==> src/rtl/gray_code_counter_pkg.sv <==
// Shared definitions for the Gray-code counter: default width, the terminal
// value for that width, and binary<->Gray conversion helpers for consumers.
package gray_code_counter_pkg;

    localparam int DEF_W = 3;
    localparam int MAXV  = (2 ** DEF_W) - 1;

    // Helpers work on a wide word; narrower values are zero-extended, which
    // leaves both conversions unchanged for any W up to MAX_W.
    localparam int MAX_W = 32;
    typedef logic [MAX_W-1:0] word_t;

    function automatic word_t bin2gray(input word_t b);
        return b ^ (b >> 1);
    endfunction

    function automatic word_t gray2bin(input word_t g);
        word_t b;
        b[MAX_W-1] = g[MAX_W-1];
        for (int i = MAX_W - 2; i >= 0; i--) begin
            b[i] = b[i+1] ^ g[i];
        end
        return b;
    endfunction

endpackage

==> src/rtl/gray_code_counter_bin_to_gray.sv <==
// Purely combinational binary-to-Gray converter: top bit passes through,
// every lower bit is the XOR of itself and its upper neighbour.
module bin_to_gray_n #(
    parameter int W = 3
) (
    input  logic [W-1:0] b,
    output logic [W-1:0] g
);

    assign g[W-1] = b[W-1];

    for (genvar i = 0; i < W - 1; i++) begin : g_xor
        assign g[i] = b[i+1] ^ b[i];
    end

endmodule

==> src/rtl/gray_code_counter.sv <==
// Up/down binary counter with wrap or saturate behaviour, a registered Gray
// copy of the count and a one-cycle terminal-count pulse.
module gray_code_counter
    import gray_code_counter_pkg::*;
#(
    parameter int W   = DEF_W,
    parameter bit SAT = 1'b0
) (
    input  logic         clk,
    input  logic         rst,
    input  logic         en,
    input  logic         up,
    input  logic         load,
    input  logic [W-1:0] load_val,
    output logic [W-1:0] bin,
    output logic [W-1:0] gray,
    output logic         tc
);

    localparam logic [W-1:0] MAX_VAL = '1;
    localparam logic [W-1:0] ZERO    = '0;
    localparam logic [W-1:0] ONE     = {{(W-1){1'b0}}, 1'b1};

    logic         at_max;
    logic         at_min;
    logic [W-1:0] bin_next;
    logic [W-1:0] gray_next;
    logic         tc_next;

    assign at_max = (bin == MAX_VAL);
    assign at_min = (bin == ZERO);

    // Next-state selection: load beats enable; a boundary step raises tc and
    // either wraps (carry/borrow discarded) or holds when saturating.
    always_comb begin
        // NOTE: defaults first so every path assigns every output and no latch is inferred.
        bin_next = bin;
        tc_next  = 1'b0;
        if (load) begin
            bin_next = load_val;
        end else if (en) begin
            if (up) begin
                tc_next  = at_max;
                bin_next = (SAT && at_max) ? bin : bin + ONE;
            end else begin
                tc_next  = at_min;
                bin_next = (SAT && at_min) ? bin : bin - ONE;
            end
        end
    end

    // Gray is derived from the next-state binary so both registers stay coherent.
    bin_to_gray_n #(.W(W)) u_bin_to_gray (
        .b (bin_next),
        .g (gray_next)
    );

    // State registers with synchronous reset overriding load and enable.
    always_ff @(posedge clk) begin
        // NOTE: non-blocking assignments so every register samples pre-edge values.
        if (rst) begin
            bin  <= ZERO;
            gray <= ZERO;
            tc   <= 1'b0;
        end else begin
            bin  <= bin_next;
            gray <= gray_next;
            tc   <= tc_next;
        end
    end

endmodule
==> config.mk <==
export PLATFORM = sky130hd
export DESIGN_NAME = gray_code_counter
export DESIGN_NICKNAME = d
export VERILOG_FILES = /design/src/rtl/gray_code_counter_pkg.sv /design/src/rtl/gray_code_counter_bin_to_gray.sv /design/src/rtl/gray_code_counter.sv
export SDC_FILE = /design/constraint.sdc
export NUM_CORES = 1
export LEC_CHECK = 0
export CAP_MARGIN = 20
export CORE_AREA = 2 2 39 41
export DETAILED_ROUTE_END_ITERATION = 6
export DIE_AREA = 0 0 41 43
export PLACE_DENSITY = 0.58
export SYNTH_ARGS = -nofsm -noshare
export SYNTH_HDL_FRONTEND = slang
export SYNTH_SLANG_ARGS = --single-unit
==> constraint.sdc <==
create_clock -name clk -period 4 [get_ports clk]
set_clock_uncertainty 0.2 [all_clocks]
set_input_delay 1.2 -clock clk [delete_from_list [all_inputs] [get_ports clk]]
set_output_delay 1.2 -clock clk [all_outputs]
set_load 0.01 [all_outputs]
Yosys cells after proc, flatten, opt, wreduce, memory -nomap -nowiden

Index checks and enable logic that the tools add are counted.

Add/sub/neg operators: 2
Eq/ne operators: 1
Muxes and demuxes: 4
Bitwise operators: 3
Reduce and logical (&&, ||, !) cells: 2

Operator list:

| cell                                             | count |
|---|---|
| two-way mux 3 bit                                | 3 |
| adder 3 x 1 -> 3 bit, second input constant      | 1 |
| equality test 3 bit, second input constant       | 1 |
| logical NOT 3 bit                                | 1 |
| OR reduction 3 bit                               | 1 |
| subtractor 3 x 1 -> 3 bit, second input constant | 1 |
| bitwise XOR 1 bit                                | 2 |
| two-way mux 1 bit                                | 1 |
| inverter 1 bit                                   | 1 |

Register bits: 7
Output and inout bits: 7

Logic depth before layout (Yosys ltp)

Gate-level depths: netlist (run 1).

Word-level depth: 5
Depth in mapped cells: 6
Depth with buffers taken out: 6

By module

Synthesis (run 1) repeated with hierarchy kept, for this count alone.

Cell total of the unflattened synthesis: 37
Area, all modules: 339.1 sq um

Modules (own cells, without submodules):

| module            | instances | cells an instance | area each (sq um) | sequential area each (sq um) |
|---|---|---|---|---|
| gray_code_counter | 1         | 34                | 314.1             | 140.1 |
| bin_to_gray_n     | 1         | 3                 | 25.0              | 0.0 |

Least setup slack after synthesis (run 1)

Ideal clock, no wire load.

Path type: input port to flip-flop
From: input up
To: register gray[1]
Library setup time: 121 ps
Data arrival time: 2720 ps
Slack: 959 ps
Stages: 6
Path buffers: 0
Cells stage by stage: inv_1 > fa_1 > xor2_1 > or4b_1 > and3_4 > mux2_4

Longest elaborated chain between the ends: 4

Ends and longest elaborated chain:

| what                 | line                                | RTL |
|---|---|---|
| start, declared      | gray_code_counter.sv:12             | `input logic up,` |
| two-way mux 3 bit    | gray_code_counter.sv:42             | `if (up) begin` |
| two-way mux 3 bit    | gray_code_counter.sv:41             | `end else if (en) begin` |
| two-way mux 3 bit    | gray_code_counter.sv:39             | `if (load) begin` |
| bitwise XOR 1 bit    | gray_code_counter_bin_to_gray.sv:13 | `assign g[i] = b[i+1] ^ b[i];` |
| end signal, assigned | gray_code_counter.sv:67             | `gray <= gray_next;` |
| end, declared        | gray_code_counter.sv:16             | `output logic [W-1:0] gray,` |

Every way passes these cells.
A chain may end at the register's enable or synchronous reset.

Worst setup path after layout (run 1)

Same ends and word-level chain as after synthesis.

==> flow_summary_export.csv, run 1 <==
group,metric,value,unit
status,outcome,"completed",
sta,rsz0062_at_grt,"no",
cells_and_area,layout_commonest_cell,"clkdlybuf4s50_1",
global_route,grt_max_degree,8,
pwr,ir_worst_vdd,0.000192,V
clock_tree,hold_buffers,0,
critical_path,r2r_slack,1.83,ns
clock_tree,cts_sinks,6,
pwr,fin_total_pwr,176,uW
sta,tns,0,ns
floorplanning,core_area,1380,sq um
pwr,p_per_area,361,nW/um^2
global_route,grt_antenna_before_repair,0,
critical_path,critical_path_required,3.93,ns
critical_path,cp.depth,7,
pwr,power.internal,132,uW
cells_and_area,antenna_cells,0,
detailed_routing,viasPerCell,4.22,
clock_tree,cts_buffer_depth,2,
clock_tree,clock_tree.root_cell,"clkbuf_4",
detailed_routing,drc_errors,0,
critical_path,critPathKind,"in2reg",
critical_path,worstSetupEndpointType,"register",
hold_path,hp-class,"reg2reg",
sta,timing_worst_slew_pin_value,0.277,ns
sta,hold_viol,0,
critical_path,worst_path_max_delay_cell,"clkdlybuf4s50_1",
synthesis,yosysSeqAreaShare,0.378,
synthesis,syn_nets,41,
critical_path,r2r_start,"bin[0]$_SDFF_PP0_",
clock_tree,clk_latency,0.24,ns
critical_path,r2r_cells,5,
sta,clock.fmax,295,MHz
sta,layout_min_cycle_time,3.40,ns
cells_and_area,syn2layout_area_growth,53.5,%
critical_path,path_delay_family,"simple AND/OR/NAND/NOR gates",
global_route,grt_pass1_vias,251,
critical_path,crit_path_end,"gray[1]$_SDFF_PP0_",
floorplanning,fp.dieH,43,um
clock_tree,postCtsSetupRepairBufs,0,
pwr,p_seq_frac,0.405,
synthesis,synth_area,318,sq um
critical_path,reg2reg_to,"gray[1]$_SDFF_PP0_",
critical_path,cp.arrival,3.33,ns
pwr,p_leak,0.000195,uW
sta,min_period_over_period,0.849,
clock_tree,clk_pin_slew_worst_paths,0.04,ns
critical_path,cp_cell_sequence,"clkdlybuf4s50_1 > inv_1 > fa_1 > xor2_1 > or4b_1 > and3_4 > mux2_4",
global_route,grt_pass1_wl,1.05,mm
pwr,swShare,0.252,
critical_path,crit_buf_inv,2,
cells_and_area,num-nets-final,58,
pwr,comb_power_share,0.286,
global_route,grt_usage,0.0918,
global_route,grt_overflow,0,
pwr,switchingPower,44.4,uW
synthesis,ys_types,20,
cells_and_area,final_cell_mix,"14 x clkdlybuf4s50_1, 6 x nor2_1, 6 x dfxtp_1",
detailed_routing,ant_nets,0,
critical_path,max_stage_delay,0.53,ns
critical_path,crit_fanout,4,
place,dp_hpwl,453,um
clock_tree,cts_resized,0,
critical_path,crit_start,"up",
clock_tree,cts_tree,"built",
detailed_routing,drt_iter0_drc,7,
flow_run,drv_cap,0,
detailed_routing,wl_per_cell,9.60,um
detailed_routing,drt-total-wl,605,um
clock_tree,cts_buffers,3,
cells_and_area,drive_gt1_frac,0.149,
detailed_routing,vias,266,
place,place_ws,0.343,ns
place,post-place-cells,60,
sta,setup_viol,0,
cells_and_area,final_cells,63,
sta,worst_slack,0.605,ns
sta,slew_headroom,0.810,
synthesis,synth_area_per_cell,9.93,sq um
synthesis,yosysWarnings,0,
sta,slew_viol_final,0,
synthesis,synth_cells,32,
clock_tree,htreeDepth,1,
pwr,clockPowerShare,0.309,
critical_path,critPathLaunchType,"primary input",
detailed_routing,dr.pass1.iters,3,
floorplanning,rows,14,
floorplanning,die_w,41,um
place,io_buffers,14,
synthesis,yosys_register_bits,6,
floorplanning,pin_count,15,
floorplanning,initial_core_util,0.230,
floorplanning,dieArea,1760,sq um
place,gp_congestion,0.739,
==> cells by family (layout without fill, tap and decap cells) <==
logic type	Yosys count	in the layout	synth area share
simple gates	13	13	0.240
xor+xnor	3	3	0.0827
buf+inv	3	18	0.0512
fa+ha+maj	1	1	0.0630
flops	6	6	0.378
compound gates	2	2	0.0394
mux	4	4	0.146
==> worst min path at each step <==
stage	endpoint	slack (ns)	startpoint	cells after the start
2_1_floorplan	tc$_SDFF_PP0_	0.34	bin[1]$_SDFF_PP0_	2
3_3_place_gp	tc$_SDFF_PP0_	0.36	bin[1]$_SDFF_PP0_	2
3_5_place_dp	tc$_SDFF_PP0_	0.36	bin[1]$_SDFF_PP0_	2
4_1_cts	tc$_SDFF_PP0_	0.36	bin[1]$_SDFF_PP0_	2
5_1_grt	tc$_SDFF_PP0_	0.42	bin[1]$_SDFF_PP0_	2
6_report	tc$_SDFF_PP0_	0.35	bin[1]$_SDFF_PP0_	2
==> final cells by class <==
type / instances / area [sq um]
Timing Repair Buffer: 14 / 140
Clock buffer: 3 / 22.5
Multi-Input combinational cell: 23 / 181
Fill cell: 145 / 896
Tap cell: 16 / 20.0
Sequential cell: 6 / 120
Inverter: 1 / 3.75
==> tightest hold or removal path: cells and delay by family (launching register included) <==
family           cells  cell delay [ns]
AO/OA/AOI/OAI        1             0.06
flip-flops           1             0.34
AND/OR/NAND/NOR      1             0.10
==> registers in the layout (all words and copies together), names as in the netlist <==
signal,count
bin,3
gray,2
tc,1
==> power by group through the flow <==
stage,registers [uW],clock network [uW],logic (uW)
floorplan,74.8,0,24.2
global placement,72.6,0,51.0
detailed placement,72.7,0,50.2
CTS,71.7,57.7,51.0
global route,72.6,63.6,55.4
finish,71.5,54.4,50.4
==> per-stage QoR <==
| stage | instance area, sq um | hold WS [ns] | utilization |
|---|---|---|---|
| 2_1_floorplan | 318 | 0.342 | - |
| 3_3_place_gp | 465 | 0.359 | 0.336 |
| 3_5_place_dp | 465 | 0.358 | 0.336 |
| 4_1_cts | 488 | 0.359 | 0.353 |
| 5_1_grt | 488 | 0.416 | 0.353 |
| 6_report | 488 | 0.352 | 0.353 |
==> routing by layer <==
| metal | track usage | up-vias | routed length (um) |
|---|---|---|---|
| li1 | - | 140 | - |
| met1 | 0.131 | 112 | 288 |
| met2 | 0.0969 | 14 | 230 |
| met3 | 0.0890 | 0 | 86 |
| met4 | 0.0200 | 0 | 0 |
| met5 | 0 | - | 0 |
==> cells in the mapped netlist <==
| library cell | n | area [sq um] |
|---|---|---|
| dfxtp_1 | 6 | 120 |
| nor2_1 | 6 | 22.5 |
| xnor2_1 | 1 | 8.76 |
| mux2_2 | 1 | 11.3 |
| nand4_1 | 1 | 6.26 |
| a22oi_1 | 1 | 7.51 |
| inv_1 | 1 | 3.75 |
| and3_4 | 1 | 11.3 |
| buf_4 | 1 | 7.51 |
| buf_2 | 1 | 5.00 |
| nand2_1 | 1 | 3.75 |
| a21oi_1 | 1 | 5.00 |
| xor2_1 | 2 | 17.5 |
| or4_2 | 1 | 8.76 |
| fa_1 | 1 | 20.0 |
| mux2i_1 | 2 | 20.0 |
| or4b_1 | 1 | 10.0 |
| nor2b_1 | 1 | 6.26 |
| mux2_4 | 1 | 15.0 |
| nand3b_1 | 1 | 7.51 |
Power figures use the tool's default switching activity.
==> run 2, diff against run 1 <==
Clock period 4 ns to 3.4 ns, I/O delays scaled along.
==> flow_summary_export.csv, run 2 (synthesis gave the netlist of run 1 again) <==
group,metric,value,unit
floorplanning,fp.dieH,43,um
clock_tree,cts_buffer_depth,2,
status,outcome,"completed",
clock_tree,postCtsSetupRepairBufs,0,
cells_and_area,layout_commonest_cell,"clkdlybuf4s50_1",
sta,rsz0062_at_grt,"no",
detailed_routing,drt_iter0_drc,4,
pwr,fin_total_pwr,209,uW
detailed_routing,ant_nets,0,
cells_and_area,drive_gt1_frac,0.167,
cells_and_area,antenna_cells,0,
pwr,p_leak,0.000200,uW
detailed_routing,drt-total-wl,612,um
global_route,use_met1,0.114,
hold_path,hp-class,"reg2reg",
global_route,grt_usage,0.0867,
sta,slew_headroom,0.817,
clock_tree,cts_resized,0,
sta,slew_viol_final,0,
cells_and_area,regMostFlops,"bin",
sta,clock.fmax,318,MHz
critical_path,cp.arrival,3.07,ns
floorplanning,core_area,1380,sq um
cells_and_area,largest_reg_flops,3,
sta,layout_min_cycle_time,3.14,ns
pwr,p_per_area,421,nW/um^2
sta,timing_worst_slew_pin_value,0.267,ns
place,post-place-cells,61,
critical_path,worstSetupEndpointType,"register",
sta,holdWs,0.332,ns
detailed_routing,drc_errors,0,
global_route,grt_pass1_wl,993,um
floorplanning,rows,14,
sta,min_period_over_period,0.924,
sta,setup_viol,0,
clock_tree,clk_pin_slew_worst_paths,0.04,ns
clock_tree,htreeDepth,1,
detailed_routing,viasPerCell,4.31,
flow_run,drv_cap,0,
global_route,use_met3,0.0838,
cells_and_area,final_util,0.358,
global_route,grt_antenna_before_repair,0,
floorplanning,pin_count,15,
critical_path,critPathKind,"in2reg",
pwr,ir_worst_vdd,0.000237,V
global_route,grt_pass1_vias,247,
cells_and_area,design_area,495,sq um
place,dp_hpwl,466,um
clock_tree,hold_buffers,0,
global_route,top_usage_layer,"met1",
place,io_buffers,14,
global_route,met2_usage,0.100,
global_route,grt_overflow,0,
cells_and_area,final_cells,64,
floorplanning,die_w,41,um
clock_tree,cts_sinks,6,
place,gp_congestion,0.650,
critical_path,critical_path_required,3.33,ns
critical_path,r2r_cells,5,
floorplanning,dieArea,1760,sq um
cells_and_area,fill_cells,153,
detailed_routing,wl_per_cell,9.56,um
global_route,grt_max_degree,8,
cells_and_area,reg_top3,"bin x3, gray x2, tc x1",
detailed_routing,dr.pass1.iters,4,
clock_tree,cts_buffers,3,
critical_path,critPathLaunchType,"primary input",
detailed_routing,vias,276,
cells_and_area,syn2layout_area_growth,55.9,%
cells_and_area,final_cell_mix,"14 x clkdlybuf4s50_1, 6 x nor2_1, 6 x dfxtp_1",
place,post_dp_cell_area,473,sq um
clock_tree,clk_latency,0.24,ns
clock_tree,clock_tree.root_cell,"clkbuf_4",
floorplanning,initial_core_util,0.230,
hold_path,hold-path-cell-count,2,
sta,hold_viol,0,
clock_tree,cts_tree,"built",
cells_and_area,num-nets-final,59,
critical_path,crit_fanout,2,
## run 2: power by group
group | switching [uW] | internal (uW) | leakage, uW
Sequential | 5.85 | 78.0 | 0.0000497
Clock | 24.6 | 39.8 | 0.0000138
Combinational | 22.4 | 38.0 | 0.000136
## run 2: worst max-delay path, stage by stage
cell	delay (ns)
clkdlybuf4s50_1	0.48
inv_1	0.06
fa_1	0.42
xor2_1	0.16
or4b_1	0.46
and3_4	0.19
mux2_4	0.28
## run 2: final cells by class
cell class	instances	area, sq um	area share
timing repair buffer	15	148	0.298
sequential	6	120	0.242
tap	16	20.0	0.0404
clock buffer	3	22.5	0.0455
multi-input combinational	23	181	0.366
inverter	1	3.75	0.00758
## run 2: worst paths after layout
kind | to | slack, ns | startpoint
max reg2reg | gray[1]$_SDFF_PP0_ | 1.23 | bin[0]$_SDFF_PP0_
min reg2reg | tc$_SDFF_PP0_ | 0.33 | bin[1]$_SDFF_PP0_
min | tc$_SDFF_PP0_ | 0.33 | bin[1]$_SDFF_PP0_
max | gray[1]$_SDFF_PP0_ | 0.26 | up
## run 2: metal layers
metal  part of all wire  wire length (um)
met4                  0                 0
met1               0.49               298
met3               0.14                83
met2               0.38               230
met5                  0                 0
## run 2: per-stage QoR
| stage | worst slack [ns] | TNS [ns] |
|---|---|---|
| 2_1_floorplan | 0.539 | 0 |
| 3_3_place_gp | 0.00383 | 0 |
| 3_5_place_dp | -0.0129 | -0.0129 |
| 4_1_cts | 0.258 | 0 |
| 5_1_grt | 0.149 | 0 |
| 6_report | 0.257 | 0 |
==> run 3, diff against run 2 <==
Settings changed: GPL_TIMING_DRIVEN from default to 0.
==> flow_summary_export.csv, run 3 (synthesis gave the netlist of run 1 again) <==
group,metric,value,unit
cells_and_area,num-nets-final,59,
pwr,switchingPower,54.9,uW
global_route,grt_pass1_wl,938,um
cells_and_area,final_cell_mix,"13 x clkdlybuf4s50_1, 6 x nor2_1, 6 x dfxtp_1",
floorplanning,fp.dieH,43,um
clock_tree,hold_buffers,0,
place,dp_hpwl,450,um
clock_tree,cts_tree,"built",
detailed_routing,ant_nets,0,
critical_path,cp.arrival,3.16,ns
critical_path,critPathKind,"in2reg",
cells_and_area,reg_top3,"bin x3, gray x2, tc x1",
status,outcome,"completed",
sta,hold_viol,0,
sta,layout_min_cycle_time,3.23,ns
clock_tree,htreeDepth,1,
sta,min_period_over_period,0.949,
sta,rsz0062_at_grt,"no",
pwr,clockPowerShare,0.317,
pwr,swShare,0.260,
cells_and_area,antenna_cells,0,
detailed_routing,drc_errors,0,
floorplanning,die_w,41,um
detailed_routing,dr.pass1.iters,3,
global_route,grt_usage,0.0816,
clock_tree,cts_resized,0,
cells_and_area,regMostFlops,"bin",
pwr,p_leak,0.000200,uW
critical_path,critPathLaunchType,"primary input",
critical_path,worstSetupEndpointType,"register",
cells_and_area,syn2layout_area_growth,54.3,%
cells_and_area,layout_commonest_cell,"clkdlybuf4s50_1",
clock_tree,clk_pin_slew_worst_paths,0.05,ns
detailed_routing,viasPerCell,4.25,
critical_path,worst_path_max_delay_cell,"clkdlybuf4s50_1",
critical_path,cp_cell_sequence,"clkdlybuf4s50_1 > inv_1 > fa_1 > xor2_1 > or4b_1 > and3_4 > mux2_4",
critical_path,critical_path_required,3.33,ns
floorplanning,pin_count,15,
pwr,p_seq_frac,0.398,
hold_path,hp-class,"reg2reg",
sta,holdWs,0.339,ns
cells_and_area,largest_reg_flops,3,
clock_tree,clock_tree.root_cell,"clkbuf_4",
sta,clock.fmax,310,MHz
pwr,p_per_area,430,nW/um^2
place,gp_congestion,0.715,
place,io_buffers,13,
floorplanning,core_area,1380,sq um
detailed_routing,wl_per_cell,9.30,um
critical_path,crit_fanout,4,
floorplanning,rows,14,
detailed_routing,drt_iter0_drc,2,
cells_and_area,final_util,0.354,
clock_tree,cts_sinks,6,
clock_tree,cts_buffer_depth,2,
place,post-place-cells,61,
sta,setup_viol,0,
global_route,grt_pass1_vias,228,
cells_and_area,drive_gt1_frac,0.188,
pwr,ir_worst_vdd,0.000179,V
sta,slew_viol_final,0,
detailed_routing,drt-total-wl,595,um
flow_run,drv_cap,0,
global_route,grt_antenna_before_repair,0,
pwr,power.internal,156,uW
clock_tree,cts_buffers,3,
clock_tree,postCtsSetupRepairBufs,0,
critical_path,max_stage_delay,0.53,ns
floorplanning,initial_core_util,0.230,
floorplanning,dieArea,1760,sq um
pwr,fin_total_pwr,211,uW
sta,slew_headroom,0.810,
global_route,grt_overflow,0,
cells_and_area,final_cells,64,
clock_tree,clk_latency,0.24,ns
global_route,grt_max_degree,8,
pwr,comb_power_share,0.285,
detailed_routing,vias,272,
sta,timing_worst_slew_pin_value,0.277,ns
[run 3: per-stage QoR]
step | setup slack, ns | TNS, ns | area (sq um)
6_report | 0.173 | 0 | 490
4_1_cts | 0.166 | 0 | 490
2_1_floorplan | 0.539 | 0 | 318
5_1_grt | 0.0895 | 0 | 490
3_5_place_dp | -0.0979 | -0.0979 | 468
3_3_place_gp | -0.0792 | -0.0792 | 468
[run 3: path summary, 6_finish.rpt]
kind | startpoint | to | slack, ns | depth (start not counted)
worst min register to register | bin[1]$_SDFF_PP0_ | tc$_SDFF_PP0_ | 0.34 | 2
worst max-delay path | up | gray[1]$_SDFF_PP0_ | 0.17 | 7
worst max register to register | bin[0]$_SDFF_PP0_ | gray[1]$_SDFF_PP0_ | 1.21 | 5
worst min-delay path | bin[1]$_SDFF_PP0_ | tc$_SDFF_PP0_ | 0.34 | 2
[run 3: power groups by stage]
| stage | clock network, uW | registers, uW | logic (uW) |
|---|---|---|---|
| floorplan | 0 | 88.0 | 28.5 |
| global placement | 0 | 85.2 | 60.4 |
| detailed placement | 0 | 85.1 | 59.8 |
| CTS | 69.9 | 83.8 | 61.0 |
| global route | 71.6 | 85.3 | 65.6 |
| finish | 66.8 | 83.8 | 60.1 |
[run 3: critical path, delay by kind of cell]
kind	cells	cell delay (ns)
multiplexers	1	0.29
adder cells (fa/ha/maj)	1	0.43
buffers and inverters	2	0.61
AND/OR/NAND/NOR	2	0.66
XOR/XNOR	1	0.16
[run 3: per-layer routing]
layer	share of wire	GRT usage
met5	0	0
met4	0	0.0600
met3	0.12	0.0366
met2	0.39	0.0875
met1	0.48	0.120
[run 3: area by class of cell]
| class | instances | area [sq um] |
|---|---|---|
| flip-flops and latches | 6 | 120 |
| clock buffers | 3 | 22.5 |
| plain buffers | 2 | 12.5 |
| inverters | 1 | 3.75 |
| well taps | 16 | 20.0 |
| multi-input cells | 23 | 181 |
| fillers | 163 | 893 |
| repair buffers | 13 | 130 |
